===== src/rtl/shift_add_ctrl_if.sv =====
// Control/status bundle between the shift-add multiplier FSM
// and its datapath (operand regs, accumulator, iteration counter).
interface shift_add_ctrl_if #(
  parameter int N  = 8,
  parameter int CW = $clog2(N+1)
);
  logic          start;
  logic          ack;
  logic          mult_lsb;
  logic          cnt_zero;
  logic          busy;
  logic          done;
  logic          ld_regs;
  logic          cnt_load;
  logic [CW-1:0] cnt_data;
  logic          cnt_en;
  logic          cnt_up_down;
  logic          acc_add;
  logic          shift_en;

  modport master (
    input  start, ack, mult_lsb, cnt_zero,
    output busy, done, ld_regs, cnt_load, cnt_data,
    output cnt_en, cnt_up_down, acc_add, shift_en
  );

  modport slave (
    output start, ack, mult_lsb, cnt_zero,
    input  busy, done, ld_regs, cnt_load, cnt_data,
    input  cnt_en, cnt_up_down, acc_add, shift_en
  );
endinterface


===== src/rtl/shift_add_ctrl.sv =====
// Sequencing FSM for the shift-add multiplier; all outputs are
// a Moore decode of the state register.
module shift_add_ctrl #(
  parameter int N  = 8,
  parameter int CW = $clog2(N+1)
) (
  input logic            clk,
  input logic            rst,
  shift_add_ctrl_if.master bus
);

  typedef enum logic [2:0] {
    IDLE  = 3'd0,
    LOAD  = 3'd1,
    TEST  = 3'd2,
    ADD   = 3'd3,
    SHIFT = 3'd4,
    DONE  = 3'd5
  } state_e;

  state_e state_q, state_d;

  always_ff @(posedge clk) begin
    if (rst) state_q <= IDLE;
    else     state_q <= state_d;
  end

  always_comb begin
    state_d = IDLE;
    case (state_q)
      IDLE:  state_d = bus.start ? LOAD : IDLE;
      LOAD:  state_d = TEST;
      TEST: begin
        if (bus.cnt_zero)      state_d = DONE;
        else if (bus.mult_lsb) state_d = ADD;
        else                   state_d = SHIFT;
      end
      ADD:   state_d = SHIFT;
      SHIFT: state_d = TEST;
      // start is deliberately ignored here, even alongside ack
      DONE:  state_d = bus.ack ? IDLE : DONE;
      default: state_d = IDLE;
    endcase
  end

  always_comb begin
    bus.busy     = 1'b0;
    bus.done     = 1'b0;
    bus.ld_regs  = 1'b0;
    bus.cnt_load = 1'b0;
    bus.cnt_en   = 1'b0;
    bus.acc_add  = 1'b0;
    bus.shift_en = 1'b0;
    case (state_q)
      LOAD: begin
        bus.busy     = 1'b1;
        bus.ld_regs  = 1'b1;
        bus.cnt_load = 1'b1;
      end
      TEST: bus.busy = 1'b1;
      ADD: begin
        bus.busy    = 1'b1;
        bus.acc_add = 1'b1;
      end
      SHIFT: begin
        bus.busy     = 1'b1;
        bus.shift_en = 1'b1;
        bus.cnt_en   = 1'b1;
      end
      DONE: begin
        bus.busy = 1'b1;
        bus.done = 1'b1;
      end
      default: ;
    endcase
  end

  assign bus.cnt_data    = CW'(N);
  assign bus.cnt_up_down = 1'b0;

endmodule


===== src/flat_wrapper.sv =====
// flat-port wrapper written by rule: the top's interface ports become plain ports
module shift_add_ctrl_flat 
#(
  parameter int N  = 8,
  parameter int CW = $clog2(N+1)
)
  (clk, rst, bus_start, bus_ack, bus_mult_lsb, bus_cnt_zero, bus_busy, bus_done, bus_ld_regs, bus_cnt_load, bus_cnt_data, bus_cnt_en, bus_cnt_up_down, bus_acc_add, bus_shift_en);
  shift_add_ctrl_if #(.N(N), .CW(CW)) bus_i ();
  input logic clk;
  input logic rst;
  input wire logic [$bits(bus_i.start)-1:0] bus_start;
  input wire logic [$bits(bus_i.ack)-1:0] bus_ack;
  input wire logic [$bits(bus_i.mult_lsb)-1:0] bus_mult_lsb;
  input wire logic [$bits(bus_i.cnt_zero)-1:0] bus_cnt_zero;
  output wire logic [$bits(bus_i.busy)-1:0] bus_busy;
  output wire logic [$bits(bus_i.done)-1:0] bus_done;
  output wire logic [$bits(bus_i.ld_regs)-1:0] bus_ld_regs;
  output wire logic [$bits(bus_i.cnt_load)-1:0] bus_cnt_load;
  output wire logic [$bits(bus_i.cnt_data)-1:0] bus_cnt_data;
  output wire logic [$bits(bus_i.cnt_en)-1:0] bus_cnt_en;
  output wire logic [$bits(bus_i.cnt_up_down)-1:0] bus_cnt_up_down;
  output wire logic [$bits(bus_i.acc_add)-1:0] bus_acc_add;
  output wire logic [$bits(bus_i.shift_en)-1:0] bus_shift_en;
  assign bus_i.start = bus_start;
  assign bus_i.ack = bus_ack;
  assign bus_i.mult_lsb = bus_mult_lsb;
  assign bus_i.cnt_zero = bus_cnt_zero;
  assign bus_busy = bus_i.busy;
  assign bus_done = bus_i.done;
  assign bus_ld_regs = bus_i.ld_regs;
  assign bus_cnt_load = bus_i.cnt_load;
  assign bus_cnt_data = bus_i.cnt_data;
  assign bus_cnt_en = bus_i.cnt_en;
  assign bus_cnt_up_down = bus_i.cnt_up_down;
  assign bus_acc_add = bus_i.acc_add;
  assign bus_shift_en = bus_i.shift_en;
  shift_add_ctrl #(.N(N), .CW(CW)) u_core (.clk(clk), .rst(rst), .bus(bus_i));
endmodule

===== config.mk =====
export PLATFORM = sky130hd
export DESIGN_NAME = shift_add_ctrl_flat
export DESIGN_NICKNAME = d
export VERILOG_FILES = /design/src/rtl/shift_add_ctrl_if.sv /design/src/rtl/shift_add_ctrl.sv /design/src/flat_wrapper.sv
export SDC_FILE = /design/constraint.sdc
export NUM_CORES = 1
export LEC_CHECK = 0
export ABC_AREA = 0
export CAP_MARGIN = 20
export CELL_PAD_IN_SITES_DETAIL_PLACEMENT = 1
export CELL_PAD_IN_SITES_GLOBAL_PLACEMENT = 2
export CORE_MARGIN = 2
export CORE_UTILIZATION = 17
export DETAILED_ROUTE_END_ITERATION = 7
export PLACE_DENSITY = 0.74
export SLEW_MARGIN = 20
export SYNTH_ARGS = -nofsm -noshare
export SYNTH_HDL_FRONTEND = slang
export SYNTH_SLANG_ARGS = --single-unit

===== constraint.sdc =====
create_clock -name clk -period 3 [get_ports clk]
set_input_delay 0.45 -clock clk [delete_from_list [all_inputs] [get_ports clk]]
set_output_delay 0.45 -clock clk [all_outputs]
set_load 0.005 [all_outputs]

==> results of run 1 <==
-- worst min-delay path, cell delays in order (launching register included) --
cell and delay (ns):
dfxtp_1 0.35, o21ai_0 0.09, o31ai_1 0.09, nor2_1 0.08
-- layer usage --
metal	global-route usage, %	up-vias	wire length [microns]
met5	0	-	0
met4	3.64	0	0
met3	5.00	0	40
met2	9.12	8	269
met1	8.59	114	272
li1	-	129	-
-- cell type report --
cell class                      instances  area, sq um
Clock buffer                            4         26.3
Fill cell                             185         1110
Inverter                                2         7.51
Multi-Input combinational cell         24          143
Sequential cell                         3         60.1
Tap cell                               16         20.0
Timing Repair Buffer                   12          120
-- cells in the final DEF, fill, tap and decap left out --
master | synthesis | final
a21oi_1 | 2 | 2
a31oi_1 | 1 | 1
and2_2 | 1 | 1
and3_2 | 1 | 1
clkbuf_1 | 1 | 1
clkbuf_4 | 0 | 3
clkdlybuf4s50_1 | 0 | 12
conb_1 | 2 | 5
dfxtp_1 | 3 | 3
inv_1 | 1 | 1
inv_2 | 1 | 1
nand3_1 | 1 | 1
nor2_1 | 3 | 3
nor2b_1 | 1 | 1
nor3_1 | 2 | 2
nor3b_1 | 1 | 1
nor4bb_1 | 1 | 1
o211ai_1 | 1 | 1
o21ai_0 | 1 | 1
o311ai_0 | 1 | 1
o31ai_1 | 1 | 1
or4b_4 | 1 | 1
-- through the flow --
| stage | power, W | instance area, sq um |
|---|---|---|
| finish | 0.000166 | 377 |
| floorplan | 0.0000808 | 278 |
| global placement | 0.0000972 | 350 |
| global route | 0.000179 | 377 |
| CTS | 0.000172 | 377 |
| detailed placement | 0.0000969 | 350 |
-- power breakdown --
| part | switching, W | internal (W) | total, W |
|---|---|---|---|
| combinational | 0.0000154 | 0.0000281 | 0.0000434 |
| sequential | 0.00000843 | 0.0000437 | 0.0000522 |
| clock | 0.0000205 | 0.0000498 | 0.0000704 |
| total | 0.0000443 | 0.000122 | 0.000166 |
-- synth_stat cells, types with 2 or more instances --
| library cell | n | share of area (%) |
|---|---|---|
| dfxtp_1 | 3 | 23 |
| nor3_1 | 2 | 3.8 |
| conb_1 | 2 | 2.8 |
| a21oi_1 | 2 | 3.8 |
| nor2_1 | 3 | 4.2 |
| buf_4 | 7 | 20 |
-- cells by family after synthesis --
family / count (synthesis)
flip-flops: 3
AO/OA/AOI/OAI: 7
AND/OR/NAND/NOR: 12
other: 2
buffers and inverters: 11
-- path summary, 6_finish.rpt --
path / endpoint / slack [ns] / cells past startpoint
hold reg to reg: u_core.state_q[1] / 0.65 / 3
setup / recovery: bus_ld_regs / 0.97 / 3
hold / removal: u_core.state_q[1] / 0.65 / 3
setup reg to reg: u_core.state_q[0] / 1.72 / 3
==> metrics.md, run 1 <==
| Metric | Value |
|---|---|
| Critical Path Max Stage Delay | 0.49 ns |
| Initial Util | around 18% |
| Antenna diodes | 0 |
| Final hold vios | 0 |
| Most used DFF post-synth | dfxtp_1 |
| Vias in the first global route | between 200 and 250 |
| Xor and xnor area share after synthesis | 0% |
| Main combinational cell family by area after synthesis | simple AND/OR/NAND/NOR gates |
| Max Clock Skew | around 0.00085 ns |
| Area delta synth->final | 41.3% |
| Asr flop ratio synth | 0% |
| Clock transition at the registers of the reported paths | roughly 0.04 ns |
| Nets@finish | 52 |
| Die X | about 44 microns |
| Worst slack, placed | 1.20 ns |
| Final setup viols | 0 |
| Die Height | 43.6 microns |
| Post-layout minimum cycle time | ~2.0 ns |
| Final TNS setup | 0 ns |
| Hpwl dp | between 400 and 500 microns |
| Drt drc | 0 |
| CP startpoint | u_core.state_q[0] |
| Seq/Total Area, Yosys | 22.5% |
| Pin count of the biggest net entering global routing | 13 |
| Total track usage | 7.06% |
| Max reg flops | 3 |
| Peak supply drop | 0.223 mV |
| Post-synthesis cell count | 35 |
| Initial antenna violation count | 0 |
| Final core area utilization | about a quarter |
| First-pass GRT wire length | 931 microns |
| Unrepaired setup endpoints after global routing | no |
| CP Data Required Time | ~2.6 ns |
| Setup Buffers After CTS | 0 |
| Total CTS buffers | 3 |
| Placed insts | 57 |
| Post-synth EDFFs | 0 |
| CTS tree | yes |
| Post-synthesis cell area | between 200 and 300 sq um |
| Row count | 14 |
| Status | complete, no violations |
| Max-slew violation count | 0 |
| CTS resizes | 0 |
| Core area | roughly 1500 sq um |
| CP Class | flip-flop to output port |
| H-tree levels | 1 |
| HP Start | u_core.state_q[2] |
| DR pass1 iterations | 2 |
| Post-Route WL | between 500 and 600 microns |
| Biggest register | u_core.state_q |
| Routed vias | ~250 |
| Final hold slack | between 0.6 and 0.7 ns |
| Biggest regs | u_core.state_q (3) |
| CP bufs+invs | 1 |
| Skew-Pair Late Insertion Delay | ~0.23 ns |
| LEAKAGE | around 0.14 nW |
| Io pins | 18 |
| GRT overflow | 0 |
| Clk root buf | clkbuf_4 |
| Port bufs | 12 |
| Wirelength per Cell | 9.54 microns |
| Reg-to-Reg Start | u_core.state_q[2] |
| CP Capture Type | output port |
| CP startpoint kind | flip-flop |
| Post-Synth Simple-Gate Area | 29.6% |
| Die area | 1900 sq um |
| Compound-Gate Fraction of Synth Area | between 10% and 20% |
| CTS hold repair buffers | 0 |
| Maxcap violations | 0 |
| Worst path cell trace | nor2b_1 > and2_2 > clkdlybuf4s50_1 |
| Critical path fanouts, max | 11 |
| Yosys cell types | 22 |
| Adder-Cell Fraction of Synth Area | 0% |
| Hold Crit Class | flip-flop to flip-flop |
| Seq cells post-synth | 3 |
| Antenna Nets Post-Route | 0 |
| Pwr/cell area | 441 nW/um^2 |
| CTS max path bufs | 2 |
| Fmax | between 400 and 500 MHz |
| Fin crit share | just under 70% |
| Worst path arrival time | ~1.6 ns |
| Cell Count, Final, Fillers Out | a little over 60 |
| Avg Inst Size Synth | 7.61 sq um |
| Post-synthesis mux area share | 0% |
| Slowest CP cell | clkdlybuf4s50_1 |
| YS warnings | 0 |
| Critical path's top delay family | buffers and inverters |
| Vias/cell | between 4 and 5 |
| GPL Wtd Cong | 0.663 |
| Clock Sinks | 3 |
| Layout cell share with drive strength beyond 1 | 15.6% |
| Drt initial violations | 5 |
| Final WS setup | about 0.97 ns |
Note: power is estimated with default switching activity, not from simulation.
==> inputs of run 2 (changes only) <==
Settings changed: CORE_UTILIZATION 17 to 16, PLACE_DENSITY 0.74 to 0.7.
Clock period 3 ns to 1.9 ns, I/O delays scaled along.
==> run 2 against run 1 <==
Die area rose by 5.7%. Flip-flop and latch count did not move. Global-route usage barely moved. Sequential share of layout area rose by 0.23 points. Total power rose by 60%. Setup slack got worse by 0.84 ns. Design area rose by 2.7%. Cell count did not move. Register-to-register slack got worse by 1.1 ns. Critical path depth did not move. Clock power rose by 59%. Critical endpoint is now bus_done. Largest power group unchanged. Highest routed layer unchanged.
==> metrics.md, run 2 (synthesis gave the netlist of run 1 again) <==
| Metric | Value |
|---|---|
| Post-layout minimum cycle time | ~1.8 ns |
| H-tree levels | 1 |
| CTS max path bufs | 2 |
| CP bufs+invs | 2 |
| Io pins | 18 |
| Die Height | between 40 and 50 microns |
| Total CTS buffers | 3 |
| CTS tree | yes |
| Antenna diodes | 0 |
| Grt peak-use layer | met2 |
| Switching part of the total | a little over a quarter |
| Worst path arrival time | between 1 and 1.5 ns |
| Unrepaired setup endpoints after global routing | no |
| Fin crit share | 93.3% |
| Setup Buffers After CTS | 0 |
| Final WS setup | around 0.13 ns |
| Most frequent cells in the layout | 12 x clkdlybuf4s50_1, 5 x conb_1, 3 x nor2_1, 3 x clkbuf_4 |
| Clk root buf | clkbuf_4 |
| Final TNS setup | 0 ns |
| Flop pwr share | approximately a third |
| Area delta synth->final | 45.1% |
| Clock transition at the registers of the reported paths | 0.04 ns |
| CP Capture Type | output port |
| Core area | about 1500 sq um |
| Final hold vios | 0 |
| Antenna Nets Post-Route | 0 |
| Post-Route WL | 575 microns |
| First-pass GRT wire length | around 1000 microns |
| Initial antenna violation count | 0 |
| WP depth | 3 |
| Peak supply drop | ~0.12 mV |
| CTS resizes | 0 |
| Clock power frac | between 40% and 50% |
| Die X | between 40 and 50 microns |
| Routed vias | about 260 |
| GRT overflow | 0 |
| CP Data Required Time | between 1.5 and 2 ns |
| Skew-Pair Late Insertion Delay | around 0.23 ns |
| Vias/cell | between 4 and 5 |
| Max-slew violation count | 0 |
| CTS hold repair buffers | 0 |
| Final setup viols | 0 |
| Design Area, Final | slightly below 400 sq um |
| Worst-case reg-to-reg path depth | 3 |
| Met1 usage | under 10% |
| Worst path cell trace | inv_2 > nor3b_1 > clkdlybuf4s50_1 |
| Max reg flops | 3 |
| Pin count of the biggest net entering global routing | 13 |
| Final hold slack | between 0.5 and 0.6 ns |
| Worst slack, placed | 0.264 ns |
| Vias in the first global route | 242 |
| CP Class | flip-flop to output port |
| GPL Wtd Cong | roughly 0.62 |
| Grt met2 use | around 10% |
| Placed cell areas | about 350 sq um |
| Fmax | 564 MHz |
| Port bufs | 12 |
| Critical Path Max Stage Delay | between 0.5 and 0.6 ns |
| Biggest register | u_core.state_q |
| Clock Sinks | 3 |
| Die area | about 2000 sq um |
| DR pass1 iterations | 4 |
| Drt drc | 0 |
| # fillers | about 200 |
| Hold path depth | 2 |
| Slowest CP cell | clkdlybuf4s50_1 |
| Biggest regs | u_core.state_q (3) |
| Critical path's top delay family | buffers and inverters |
| Internal Power | 0.000194 W |
| Met3 Resource Use GR | under 10% |
| Max Clock Skew | approximately 0.0044 ns |
| Most common library cell in the layout ignoring fill and taps | clkdlybuf4s50_1 |
| Status | complete, no violations |
| Pwr/cell area | ~700 nW/um^2 |
| Critical path fanouts, max | 7 |
| R2r setup slk | a little under 0.6 ns |
| Wirelength per Cell | between 9 and 10 microns |
| Combinational Power Share | 25.7% |
| Row count | 14 |
| Psw | 0.0000718 W |
| Total track usage | under 10% |
| Nets@finish | 52 |
| Hold Crit Class | flip-flop to flip-flop |
| Maxcap violations | 0 |
| Initial Util | 17.3% |
| LEAKAGE | roughly 0.14 nW |
| CP startpoint kind | flip-flop |
| Layout cell share with drive strength beyond 1 | between 20% and 30% |
| Placed insts | 57 |
| Hpwl dp | 446 microns |
| Cell Count, Final, Fillers Out | 61 |
| Drt initial violations | 4 |
## run 2: through the flow
stage,power [W],utilization (%)
6_report,0.000266,25.1
5_1_grt,0.000289,25.1
4_1_cts,0.000269,24.4
3_5_place_dp,0.000152,22.7
3_3_place_gp,0.000153,22.7
2_1_floorplan,0.000128,-
## run 2: worst reg2reg max path, delay by kind of cell (launching register included)
| kind | cells | cell delay [ns] |
|---|---|---|
| AND/OR/NAND/NOR | 1 | 0.55 |
| AO/OA/AOI/OAI | 1 | 0.17 |
| buffers and inverters | 1 | 0.10 |
| flip-flops | 1 | 0.42 |
## run 2: power by group through the flow
stage / Combinational [W] / Sequential, W / Clock (W)
5_1_grt: 0.0000770 / 0.0000867 / 0.000126
4_1_cts: 0.0000687 / 0.0000830 / 0.000117
3_5_place_dp: 0.0000684 / 0.0000840 / 0
6_report: 0.0000685 / 0.0000851 / 0.000112
2_1_floorplan: 0.0000539 / 0.0000736 / 0
3_3_place_gp: 0.0000693 / 0.0000835 / 0
## run 2: layer usage
| metal | part of all wire (%) | routed length [microns] |
|---|---|---|
| met3 | 8.5 | 49 |
| met2 | 50 | 286 |
| met5 | 0 | 0 |
| met4 | 0 | 0 |
| met1 | 42 | 239 |
## run 2: final timing paths
check / endpoint / start
worst max-delay path: bus_done / u_core.state_q[2]
worst min-delay path: u_core.state_q[0] / u_core.state_q[1]
worst max register to register: u_core.state_q[0] / u_core.state_q[2]
worst min register to register: u_core.state_q[0] / u_core.state_q[1]
## run 2: area by class of cell
class	count	area [sq um]	area share, %
tap	16	20.0	5.18
sequential	3	62.6	16.2
timing repair buffer	12	120	31.1
clock buffer	4	26.3	6.80
inverter	2	7.51	1.94
multi-input combinational	24	150	38.8
